[config.mk]
export PLATFORM = sky130hd
export DESIGN_NAME = fv_replay_sched
export DESIGN_NICKNAME = d
export VERILOG_FILES = /design/src/rtl/fv_replay_sched.sv
export SDC_FILE = /design/constraint.sdc
export NUM_CORES = 1
export LEC_CHECK = 0
export CAP_MARGIN = 5
export CORE_MARGIN = 2
export CORE_UTILIZATION = 43
export DETAILED_ROUTE_END_ITERATION = 10
export PLACE_DENSITY = 0.63
export SYNTH_ARGS = -nofsm -noshare
export SYNTH_HDL_FRONTEND = slang
export SYNTH_SLANG_ARGS = --single-unit
[constraint.sdc]
create_clock -name clk -period 2.68 [get_ports clk]
set_clock_uncertainty 0.05 [all_clocks]
set_input_delay 0.402 -clock clk [delete_from_list [all_inputs] [get_ports clk]]
set_output_delay 0.402 -clock clk [all_outputs]
set_load 0.02 [all_outputs]
[src/rtl/fv_replay_sched.sv]
// Replay-iteration sequencer for one GNN task: issues packets, counts completions,
// drains pong-wrapper writes, then swaps ping/pong roles until NUM_ITER iterations finish.
module fv_replay_sched #(
  parameter int unsigned NUM_ITER  = 4,
  parameter int unsigned ITER_W    = 2,
  parameter int unsigned NUM_BANK  = 4,
  parameter int unsigned PKT_CNT_W = 16,
  parameter int unsigned DRAIN_CYC = 2
) (
  input  logic                 clk,
  input  logic                 reset,
  input  logic                 start,
  input  logic [PKT_CNT_W-1:0] num_packets,
  output logic                 pkt_req,
  input  logic                 pkt_ack,
  input  logic                 pkt_done,
  input  logic [NUM_BANK-1:0]  wr_busy,
  output logic                 ping_sel,
  output logic [ITER_W-1:0]    Current_replay_Iter,
  output logic                 iter_done,
  output logic                 task_complete,
  output logic                 busy,
  output logic                 err
);

  localparam int unsigned DRAIN_W = (DRAIN_CYC > 1) ? $clog2(DRAIN_CYC) : 1;

  typedef enum logic [2:0] {
    S_IDLE, S_ISSUE, S_WAIT_DONE, S_DRAIN, S_SWAP, S_DONE
  } state_t;

  state_t               state_q, state_d;
  logic [PKT_CNT_W-1:0] num_q, num_d;
  logic [PKT_CNT_W-1:0] issued_q, issued_d;
  logic [PKT_CNT_W-1:0] done_q, done_d;
  logic [DRAIN_W-1:0]   drain_q, drain_d;
  logic [ITER_W-1:0]    iter_q, iter_d;
  logic                 ping_q, ping_d;
  logic                 iter_done_q, iter_done_d;
  logic                 tc_q, tc_d;
  logic                 busy_q, busy_d;
  logic                 err_q, err_d;
  logic                 done_valid;
  logic                 done_bad;

  always_comb begin
    state_d     = state_q;
    num_d       = num_q;
    issued_d    = issued_q;
    done_d      = done_q;
    drain_d     = drain_q;
    iter_d      = iter_q;
    ping_d      = ping_q;
    iter_done_d = 1'b0;
    tc_d        = (state_q == S_DONE);
    err_d       = err_q;

    pkt_req    = (state_q == S_ISSUE) && (issued_q < num_q);
    // A completion only counts while packets are in flight in this iteration.
    done_valid = pkt_done && ((state_q == S_ISSUE) || (state_q == S_WAIT_DONE)) &&
                 (done_q != issued_q);
    done_bad   = pkt_done && !done_valid;

    if (done_valid) done_d = done_q + PKT_CNT_W'(1);

    case (state_q)
      S_IDLE, S_DONE: begin
        if (start) begin
          num_d    = num_packets;
          issued_d = '0;
          done_d   = '0;
          drain_d  = '0;
          err_d    = 1'b0;
          tc_d     = 1'b0;
          iter_d   = '0;
          ping_d   = 1'b0;
          state_d  = (num_packets == '0) ? S_DONE : S_ISSUE;
        end
      end
      S_ISSUE: begin
        if (pkt_req && pkt_ack) begin
          issued_d = issued_q + PKT_CNT_W'(1);
          if (issued_d == num_q) state_d = S_WAIT_DONE;
        end
      end
      S_WAIT_DONE: begin
        if (done_d == num_q) state_d = S_DRAIN;
      end
      S_DRAIN: begin
        if (|wr_busy) begin
          drain_d = '0;
        end else if (drain_q == DRAIN_W'(DRAIN_CYC - 1)) begin
          state_d = S_SWAP;
        end else begin
          drain_d = drain_q + DRAIN_W'(1);
        end
      end
      S_SWAP: begin
        iter_done_d = 1'b1;
        ping_d      = ~ping_q;
        issued_d    = '0;
        done_d      = '0;
        drain_d     = '0;
        if (iter_q == ITER_W'(NUM_ITER - 1)) begin
          state_d = S_DONE;
        end else begin
          iter_d  = iter_q + ITER_W'(1);
          state_d = S_ISSUE;
        end
      end
      default: state_d = S_IDLE;
    endcase

    err_d  = err_d | done_bad;
    busy_d = (state_d != S_IDLE) && (state_d != S_DONE);
  end

  always_ff @(posedge clk) begin
    if (reset) begin
      state_q     <= S_IDLE;
      num_q       <= '0;
      issued_q    <= '0;
      done_q      <= '0;
      drain_q     <= '0;
      iter_q      <= '0;
      ping_q      <= 1'b0;
      iter_done_q <= 1'b0;
      tc_q        <= 1'b0;
      busy_q      <= 1'b0;
      err_q       <= 1'b0;
    end else begin
      state_q     <= state_d;
      num_q       <= num_d;
      issued_q    <= issued_d;
      done_q      <= done_d;
      drain_q     <= drain_d;
      iter_q      <= iter_d;
      ping_q      <= ping_d;
      iter_done_q <= iter_done_d;
      tc_q        <= tc_d;
      busy_q      <= busy_d;
      err_q       <= err_d;
    end
  end

  assign ping_sel            = ping_q;
  assign Current_replay_Iter = iter_q;
  assign iter_done           = iter_done_q;
  assign task_complete       = tc_q;
  assign busy                = busy_q;
  assign err                 = err_q;

endmodule

==> results.toml, run 1 <==
[place]
gp_congestion = 0.995
port_buffers = 32
dp_cells = 794
dpl_cell_area_sq_um = 5440
dp_hpwl_microns = 11800

[timing]
finalMaxSlewViolations = 0
whs_ps = 448
setup_viol = 12
worst_pin_slew_ps = 426
period_needed_ps = 2820
relSlewSlack_pct = 71.4
setup_slack_ps = -139
fin_crit_sh_pct = 105
fmax_ghz = 0.355
finalHoldViolCount = 0
rsz0062_at_grt = "yes"

[power]
powerDensity_nw_per_um2 = 390
ir_drop_uv = 288
p_leak_nw = 2.47
p_total_mw = 2.28

[logic_synthesis]
synthMuxAreaShare_pct = 1.01
ys_seq_area_share_pct = 27.9
synth.distinct_cells = 69
synth_compound_area_share_pct = 18.7
synthXorXnorAreaFrac_pct = 12.3
yosys_warnings = 0
synthTopCellsByArea = "dfxtp_1 28%, xor2_1 7.2%, nand2_1 6.0%"
ys.flop_type = "dfxtp_1"
syn-num-nets = 596
synth_top_family_by_area = "simple AND/OR/NAND/NOR gates"
syn_inst = 552
yosys.area.top_type = "dfxtp_1"
synthAdderAreaFrac_pct = 5.62
ys_seq_elements = 59
synth-edff-count = 0
synthDominantCellAreaShare_pct = 27.9
async_flop_share_pct = 0
yosys.area_share.simple_pct = 28.1
synth.avg_cell_area_sq_um = 7.66
syn-cell-area_sq_um = 4230

[layout]
antenna_cells = 0
nets = 720
layout-drive-gt1-share_pct = 27.5
layout_commonest_cell = "buf_4"
final_cells = 814
final_cell_mix = "112 x buf_4, 68 x nand2_1, 49 x dfxtp_1, 48 x nor2_1, 43 x a21oi_1"
finalInstanceArea_sq_um = 5840
area_growth_pct = 38.1

[drt]
vias = 4560
detail-route-antenna-nets = 0
first_pass_iters = 5
drt_iter0_drc = 370
met2_length_microns = 6970
drt-met1-wl_microns = 6720
wl_per_cell_microns = 18.3
avgViaCountPerCell = 5.60
wl_met3_microns = 899
drc = 0
wl_microns = 14900
routed.top_layer = "met4"

[grt]
grt_usage_pct = 29.4
grt_max_degree = 33
grt-ovfl-total = 0
grt_pass1_wl_microns = 23300
antenna_found_initial = 0
grt_pass1_vias = 4392

[die]
rows = 36
boundaryPins = 33
start_util_pct = 43.9
dieArea_sq_um = 10600
core_sq_um = 9640
die_y_microns = 103
die_w_microns = 103

[critical_path]
crit_required_ps = 2850
path_max_fanout = 4
r2r-end = "busy"
crit_path_end_kind = "register"
worstRegToRegCells = 10
start_kind = "register"
reg2reg_slack_ps = -140
timing_worst_setup_path_type = "register to register"
arrival_ps = 2990
rr_startpoint = "num_q[8]"

[run_status]
violations = "negative setup slack"
outcome = "finished, violations left"

[cts]
cts_made_buffers = 9
h-tree-depth = 3
clkLatencyLatePin_ps = 350
clock_sinks = 59
ctsRootBufferMaster = "clkbuf_8"
clk_path_buf_depth = 2
tritoncts = "built"
clk_pin_slew_ps = 70

[min_path]
hold_depth = 2
min_from = "drain_q"
hold_class = "register to register"
holdPathEnd = "drain_q"

[run]
max_cap_viol_count = 0
-- per-layer routing --
layer / up-vias / GRT usage, %
met1: 2152 / 38.8
met3: 16 / 5.65
met5: - / 0
met4: 0 / 9.82
li1: 2212 / -
met2: 180 / 48.2
-- sequential cells by signal, summed over array words and instances (netlist names) --
register / count
Current_replay_Iter: 2
busy: 1
done_q: 16
drain_q: 1
err: 1
issued_q: 16
iter_done: 1
num_q: 16
ping_sel: 1
state_q: 3
task_complete: 1
-- cell families after synthesis --
| family | after synthesis |
|---|---|
| AOI/OAI and AO/OA | 120 |
| xor gates and xnor gates | 58 |
| adders and majority gates | 19 |
| buffers and inverters | 64 |
| DFF | 59 |
| muxes | 4 |
| and+or+nand+nor | 228 |
-- synthesized netlist by cell type, drive strengths merged, types with 8 or more instances --
master  number
a21oi       47
a311oi      13
and3        10
and4         8
buf         19
clkbuf      16
dfxtp       59
ha          19
inv         27
nand2       68
nand3       20
nand4       13
nor2        50
nor2b        9
nor3        11
nor4        13
o21ai       19
xnor2       22
xor2        35
-- power by group --
group / internal [mW] / switching, mW / total (mW)
registers: 0.898 / 0.0160 / 0.914
clock network: 0.502 / 0.390 / 0.893
logic: 0.212 / 0.263 / 0.475
total: 1.61 / 0.669 / 2.28
-- critical path: stages (launching register included) --
cell and delay, ps:
dfxtp_2 350, inv_2 60, ha_2 170, a21o_1 170
a21o_1 150, a221o_1 370, a2111o_1 450, nor4_2 300
nand4_2 230, a21oi_4 270, a311oi_1 120
-- timing repair --
item	CTS	global route
setup buffers	3	1
setup endpoints to repair	18	20
hold buffers	0	0
pin swaps	9	6
hold endpoints to repair	0	0
resized for setup	25	22
-- per-stage QoR --
step | util, % | TNS [ps] | setup WS [ps]
global route | 60.6 | -2180 | -220
finish | 60.6 | -494 | -139
CTS | 59.5 | -286 | -101
global placement | 56.4 | -1390 | -175
detailed placement | 56.4 | -1560 | -187
floorplan | - | 0 | 4.41
-- worst max path at each step --
stage	endpoint	startpoint	slack (ps)
2_1_floorplan	busy	num_q[9]	4
3_5_place_dp	busy	num_q[5]	-190
3_3_place_gp	busy	num_q[5]	-170
5_1_grt	state_q[0]	issued_q[9]	-220
4_1_cts	busy	num_q[8]	-100
6_report	busy	num_q[8]	-140
-- final cells by class --
type,instances,area [sq um]
multi-input combinational,429,2930
fill,918,3800
inverter,29,114
sequential,59,1200
timing repair buffer,148,1220
tap,133,166
clock buffer,12,165
clock inverter,4,47.5
Note: power is estimated with default switching activity, not from simulation.
==> run 2: changes to the inputs <==
--- a/config.mk
+++ b/config.mk
@@ -5,7 +5,6 @@
 export SDC_FILE = /design/constraint.sdc
 export NUM_CORES = 1
 export LEC_CHECK = 0
-export CAP_MARGIN = 5
 export CORE_MARGIN = 2
 export CORE_UTILIZATION = 43
 export DETAILED_ROUTE_END_ITERATION = 10
@@ -13,3 +12,4 @@
 export SYNTH_ARGS = -nofsm -noshare
 export SYNTH_HDL_FRONTEND = slang
 export SYNTH_SLANG_ARGS = --single-unit
+export TNS_END_PERCENT = 30
==> run 2 against run 1 <==
Effect of this change:
- the run still ends with negative setup slack left
- via count is essentially flat
- utilization shrank 0.052 points
- design area is essentially flat
- die area is the same
- worst setup slack lost 8.7 ps
- sequential share of layout area is essentially flat
- sequential cell count is the same
- global-route usage is the same
- combinational power is essentially flat
- clock power is essentially flat
- count of clock-buffer cells in the layout is the same
==> results.toml, run 2 (synthesized netlist as in run 1, its figures left out) <==
[power]
power.switching_mw = 0.668
p_leak_nw = 2.48
intPower_mw = 1.61
p_clk_share_pct = 39.1
swShare_pct = 29.3
comb_power_share_pct = 20.8
seqPwrFrac_pct = 40.1
ir_drop_uv = 288
powerDensity_nw_per_um2 = 391

[critical_path]
reg2reg_slack_ps = -150
start_kind = "register"
timing_worst_setup_path_type = "register to register"
cp_cell_sequence = "inv_2 -> ha_2 -> a21o_1 -> a21o_1 -> a221o_1 -> a2111o_1 -> nor4_2 -> nand4_2 -> a21oi_4 -> a311oi_1"
slowest_stage = "a2111o_1"
arrival_ps = 3000
crit_path_end_kind = "register"
crit_required_ps = 2860
path_max_fanout = 4
slowest_delay_ps = 460
crit_top_cell = "a21o_1"
worstRegToRegCells = 10

[layout]
final_cells = 814
layout_commonest_cell = "buf_4"
nets = 720
layout-drive-gt1-share_pct = 27.3
multiInputGateArea_sq_um = 2920
final_cell_mix = "112 x buf_4, 68 x nand2_1, 49 x dfxtp_1, 48 x nor2_1, 43 x a21oi_1"
finalInstanceArea_sq_um = 5840
fillCellCount = 918
top_regs = "done_q x16, issued_q x16, num_q x16"
seq_area_sq_um = 1200
antenna_cells = 0
area_growth_pct = 38.0

[drt]
vias = 4556
drc = 0
drt_iter0_drc = 387
detail-route-antenna-nets = 0
routed.top_layer = "met4"
wl_per_cell_microns = 18.3
wl_met3_microns = 978
wl_microns = 14900
avgViaCountPerCell = 5.60
first_pass_iters = 5
met2_length_microns = 6950
drt-met1-wl_microns = 6630

[grt]
grt_max_degree = 33
grt-ovfl-total = 0
antenna_found_initial = 0
grt_usage_pct = 29.4
grt_pass1_wl_microns = 23300
grt_pass1_vias = 4392

[place]
port_buffers = 32
gp_congestion = 0.995
dp_cells = 794
dp_hpwl_microns = 11800
dpl_cell_area_sq_um = 5440

[run]
max_cap_viol_count = 0

[cts]
clk_pin_slew_ps = 70
clk_path_buf_depth = 2
clkLatencyLatePin_ps = 360
cts_made_buffers = 9
hold_buffers = 0
clock_sinks = 59
ctsRootBufferMaster = "clkbuf_8"
tritoncts = "built"
h-tree-depth = 3

[die]
dieArea_sq_um = 10600
rows = 36
die_y_microns = 103
core_sq_um = 9640
die_w_microns = 103
boundaryPins = 33
start_util_pct = 43.9

[timing]
rsz0062_at_grt = "yes"
fmax_ghz = 0.354
finalHoldViolCount = 0
worst_pin_slew_ps = 426
period_needed_ps = 2830
finalMaxSlewViolations = 0
relSlewSlack_pct = 71.4
setup_slack_ps = -147
setup_viol = 12
fin_crit_sh_pct = 105

[min_path]
hold_class = "register to register"
hold_depth = 2

[run_status]
outcome = "finished, violations left"
violations = "negative setup slack"
## run 2: changes by cell type in the layout (fill, tap and decap cells not counted)
cell / before / now
o31ai_1: 1 / 2
o31ai_2: 1 / 0
## run 2: what timing repair did
action                                  in CTS  in global routing
gates resized for setup                     25                 21
buffers inserted                             3                  1
pin swaps                                    9                  6
endpoints found under the setup margin      18                 20
## run 2: path summary, 6_finish.rpt
| check | end | startpoint |
|---|---|---|
| setup / recovery | busy | num_q[8] |
| hold / removal | drain_q | drain_q |
| setup reg to reg | busy | num_q[8] |
| hold reg to reg | drain_q | drain_q |
## run 2: worst max-delay path: cells and delay by family (launching register included)
kind | cells | cell delay [ps]
buf+inv | 1 | 60
simple gates | 2 | 530
flops | 1 | 350
compound gates | 6 | 1540
fa+ha+maj | 1 | 170
## run 2: power by group through the flow
stage	combinational [mW]	sequential, mW	clock, mW
final	0.475	0.914	0.892
after global routing	0.507	0.915	0.950
after CTS	0.445	0.912	0.899
after detailed placement	0.430	0.933	0
after global placement	0.427	0.933	0
after floorplan	0.210	0.941	0
## run 2: metal layers
metal / track usage (%) / vias up
li1: - / 2211
met1: 38.8 / 2136
met2: 48.2 / 190
met3: 5.65 / 19
met4: 9.82 / 0
met5: 0 / -
## run 2: metrics by stage
step           total power [mW]  setup WS [ps]  utilization (%)  setup TNS (ps)  hold WS [ps]
3_5_place_dp               1.36           -187             56.4           -1560           433
6_report                   2.28           -147             60.6            -474           448
4_1_cts                    2.26           -101             59.5            -286           445
3_3_place_gp               1.36           -175             56.4           -1390           429
5_1_grt                    2.37           -220             60.6           -2080           468
2_1_floorplan              1.15           4.41                -               0           408
## run 2: final cells by class
class	count	area share, %
clock buffer	12	2.83
clock inverter	4	0.814
inverter	29	1.95
multi-input combinational	429	50.1
sequential	59	20.5
tap	133	2.85
timing repair buffer	148	21.0
==> run 3: changes to the inputs <==
--- a/config.mk
+++ b/config.mk
@@ -5,7 +5,6 @@
 export SDC_FILE = /design/constraint.sdc
 export NUM_CORES = 1
 export LEC_CHECK = 0
-export CORE_MARGIN = 2
 export CORE_UTILIZATION = 43
 export DETAILED_ROUTE_END_ITERATION = 10
 export PLACE_DENSITY = 0.63
==> run 3 against run 2 <==
Effect of this change:
- the flow still finishes with violations (negative setup slack)
- die area decreased by 3.8%
- clock power rose by 4.1%
- sequential cell count is the same
- worst setup slack worse by 120 ps
- critical path type unchanged
- sequential share of layout area grew 0.68 points
- via count rose by 0.31%
- design area fell by 4.0%
==> results.toml, run 3 (synthesized netlist as in run 1, its figures left out) <==
[run]
max_cap_viol_count = 0

[timing]
fmax_ghz = 0.340
fin_crit_sh_pct = 110
finalMaxSlewViolations = 0
whs_ps = 450
setup_slack_ps = -264
rsz0062_at_grt = "yes"
setup-tns-final_ps = -1940
finalHoldViolCount = 0
period_needed_ps = 2940
relSlewSlack_pct = 65.0
worst_pin_slew_ps = 525
setup_viol = 17

[min_path]
min_from = "drain_q"
holdPathEnd = "drain_q"
hold_depth = 2
hold_class = "register to register"

[layout]
final_cell_mix = "96 x buf_4, 68 x nand2_1, 55 x dfxtp_1, 48 x nor2_1, 44 x a21oi_1"
finalInstanceArea_sq_um = 5600
layout_commonest_cell = "buf_4"
antenna_cells = 0
area_growth_pct = 32.4
nets = 704
layout-drive-gt1-share_pct = 22.6
top_regs = "done_q x16, issued_q x16, num_q x16"

[die]
start_util_pct = 45.1
die_w_microns = 101
dieArea_sq_um = 10200
boundaryPins = 33
die_y_microns = 101
rows = 35
core_sq_um = 9370

[place]
dp_hpwl_microns = 11800
port_buffers = 32
gp_congestion = 0.971
dpl_cell_area_sq_um = 5310

[grt]
antenna_found_initial = 0
grt_max_degree = 44
grt_pass1_wl_microns = 23600
grt-ovfl-total = 0
grt_pass1_vias = 4376
grt_usage_pct = 31.2

[run_status]
violations = "negative setup slack"
outcome = "finished, violations left"

[drt]
wl_per_cell_microns = 19.0
avgViaCountPerCell = 5.76
first_pass_iters = 4
wl_microns = 15100
detail-route-antenna-nets = 0
drc = 0
drt_iter0_drc = 298
vias = 4570

[power]
comb_power_share_pct = 19.6
p_clk_share_pct = 40.5
p_leak_nw = 2.36
intPower_mw = 1.61
ir_drop_uv = 282
power.switching_mw = 0.678
swShare_pct = 29.6
powerDensity_nw_per_um2 = 409
seqPwrFrac_pct = 39.9

[critical_path]
start_kind = "register"
arrival_ps = 3110
crit_path_end_kind = "register"
path_max_fanout = 4
reg2reg_slack_ps = -260
r2r-end = "busy"
crit_required_ps = 2850
worstRegToRegCells = 10
rr_startpoint = "num_q[9]"
timing_worst_setup_path_type = "register to register"

[cts]
h-tree-depth = 3
hold_buffers = 0
clkLatencyLatePin_ps = 350
clk_path_buf_depth = 2
clock_sinks = 59
tritoncts = "built"
cts_made_buffers = 9
clk_pin_slew_ps = 80
ctsRootBufferMaster = "clkbuf_8"
-- run 3: worst max path at each step --
stage | slack, ps | start | end | cells after the start
after floorplan | 4 | num_q[9] | busy | 10
after global placement | -300 | num_q[9] | busy | 10
after detailed placement | -290 | num_q[3] | busy | 10
after CTS | -210 | num_q[9] | busy | 10
after global routing | -310 | num_q[9] | busy | 10
final | -260 | num_q[9] | busy | 10
-- run 3: repair_timing --
action                     CTS  global route
resized for setup           15             7
gates cloned                 0             0
setup endpoints to repair   18            20
buffers inserted             3             0
pin swaps                    6             4
-- run 3: layout make-up --
type / count / area, sq um
fillers: 898 / 3770
multi-input cells: 429 / 2840
flip-flops and latches: 59 / 1190
repair buffers: 132 / 1090
well taps: 129 / 161
clock buffers: 9 / 124
inverters: 29 / 114
clock inverters: 7 / 92.6
-- run 3: critical path, cell delays in order (launching register included) --
cell and delay (ps):
dfxtp_2 330, inv_2 90, ha_4 210, a21o_1 170, a21o_1 170, a221o_1 320
a2111o_1 470, nor4_2 340, nand4_2 270, a21oi_4 270, a311oi_2 130
-- run 3: layer usage --
layer	global-route usage [%]	routed length [microns]	share of wire, %
met5	0	0	0
met4	14.2	586	3.9
met3	4.35	992	6.6
met2	50.7	6780	45
met1	41.1	6760	45
-- run 3: through the flow --
step | std cells | total power, mW | worst slack (ps) | util (%)
5_1_grt | 794 | 2.37 | -314 | 59.8
4_1_cts | 794 | 2.28 | -212 | 59.5
3_5_place_dp | 775 | 1.35 | -295 | 56.6
6_report | 794 | 2.29 | -264 | 59.8
3_3_place_gp | 775 | 1.35 | -298 | 56.6
2_1_floorplan | 552 | 1.15 | 4.41 | -
-- run 3: power by group through the flow --
stage / combinational (mW) / clock (mW) / sequential [mW]
2_1_floorplan: 0.210 / 0 / 0.941
3_3_place_gp: 0.416 / 0 / 0.933
3_5_place_dp: 0.418 / 0 / 0.933
4_1_cts: 0.429 / 0.938 / 0.913
5_1_grt: 0.478 / 0.972 / 0.916
6_report: 0.448 / 0.929 / 0.914
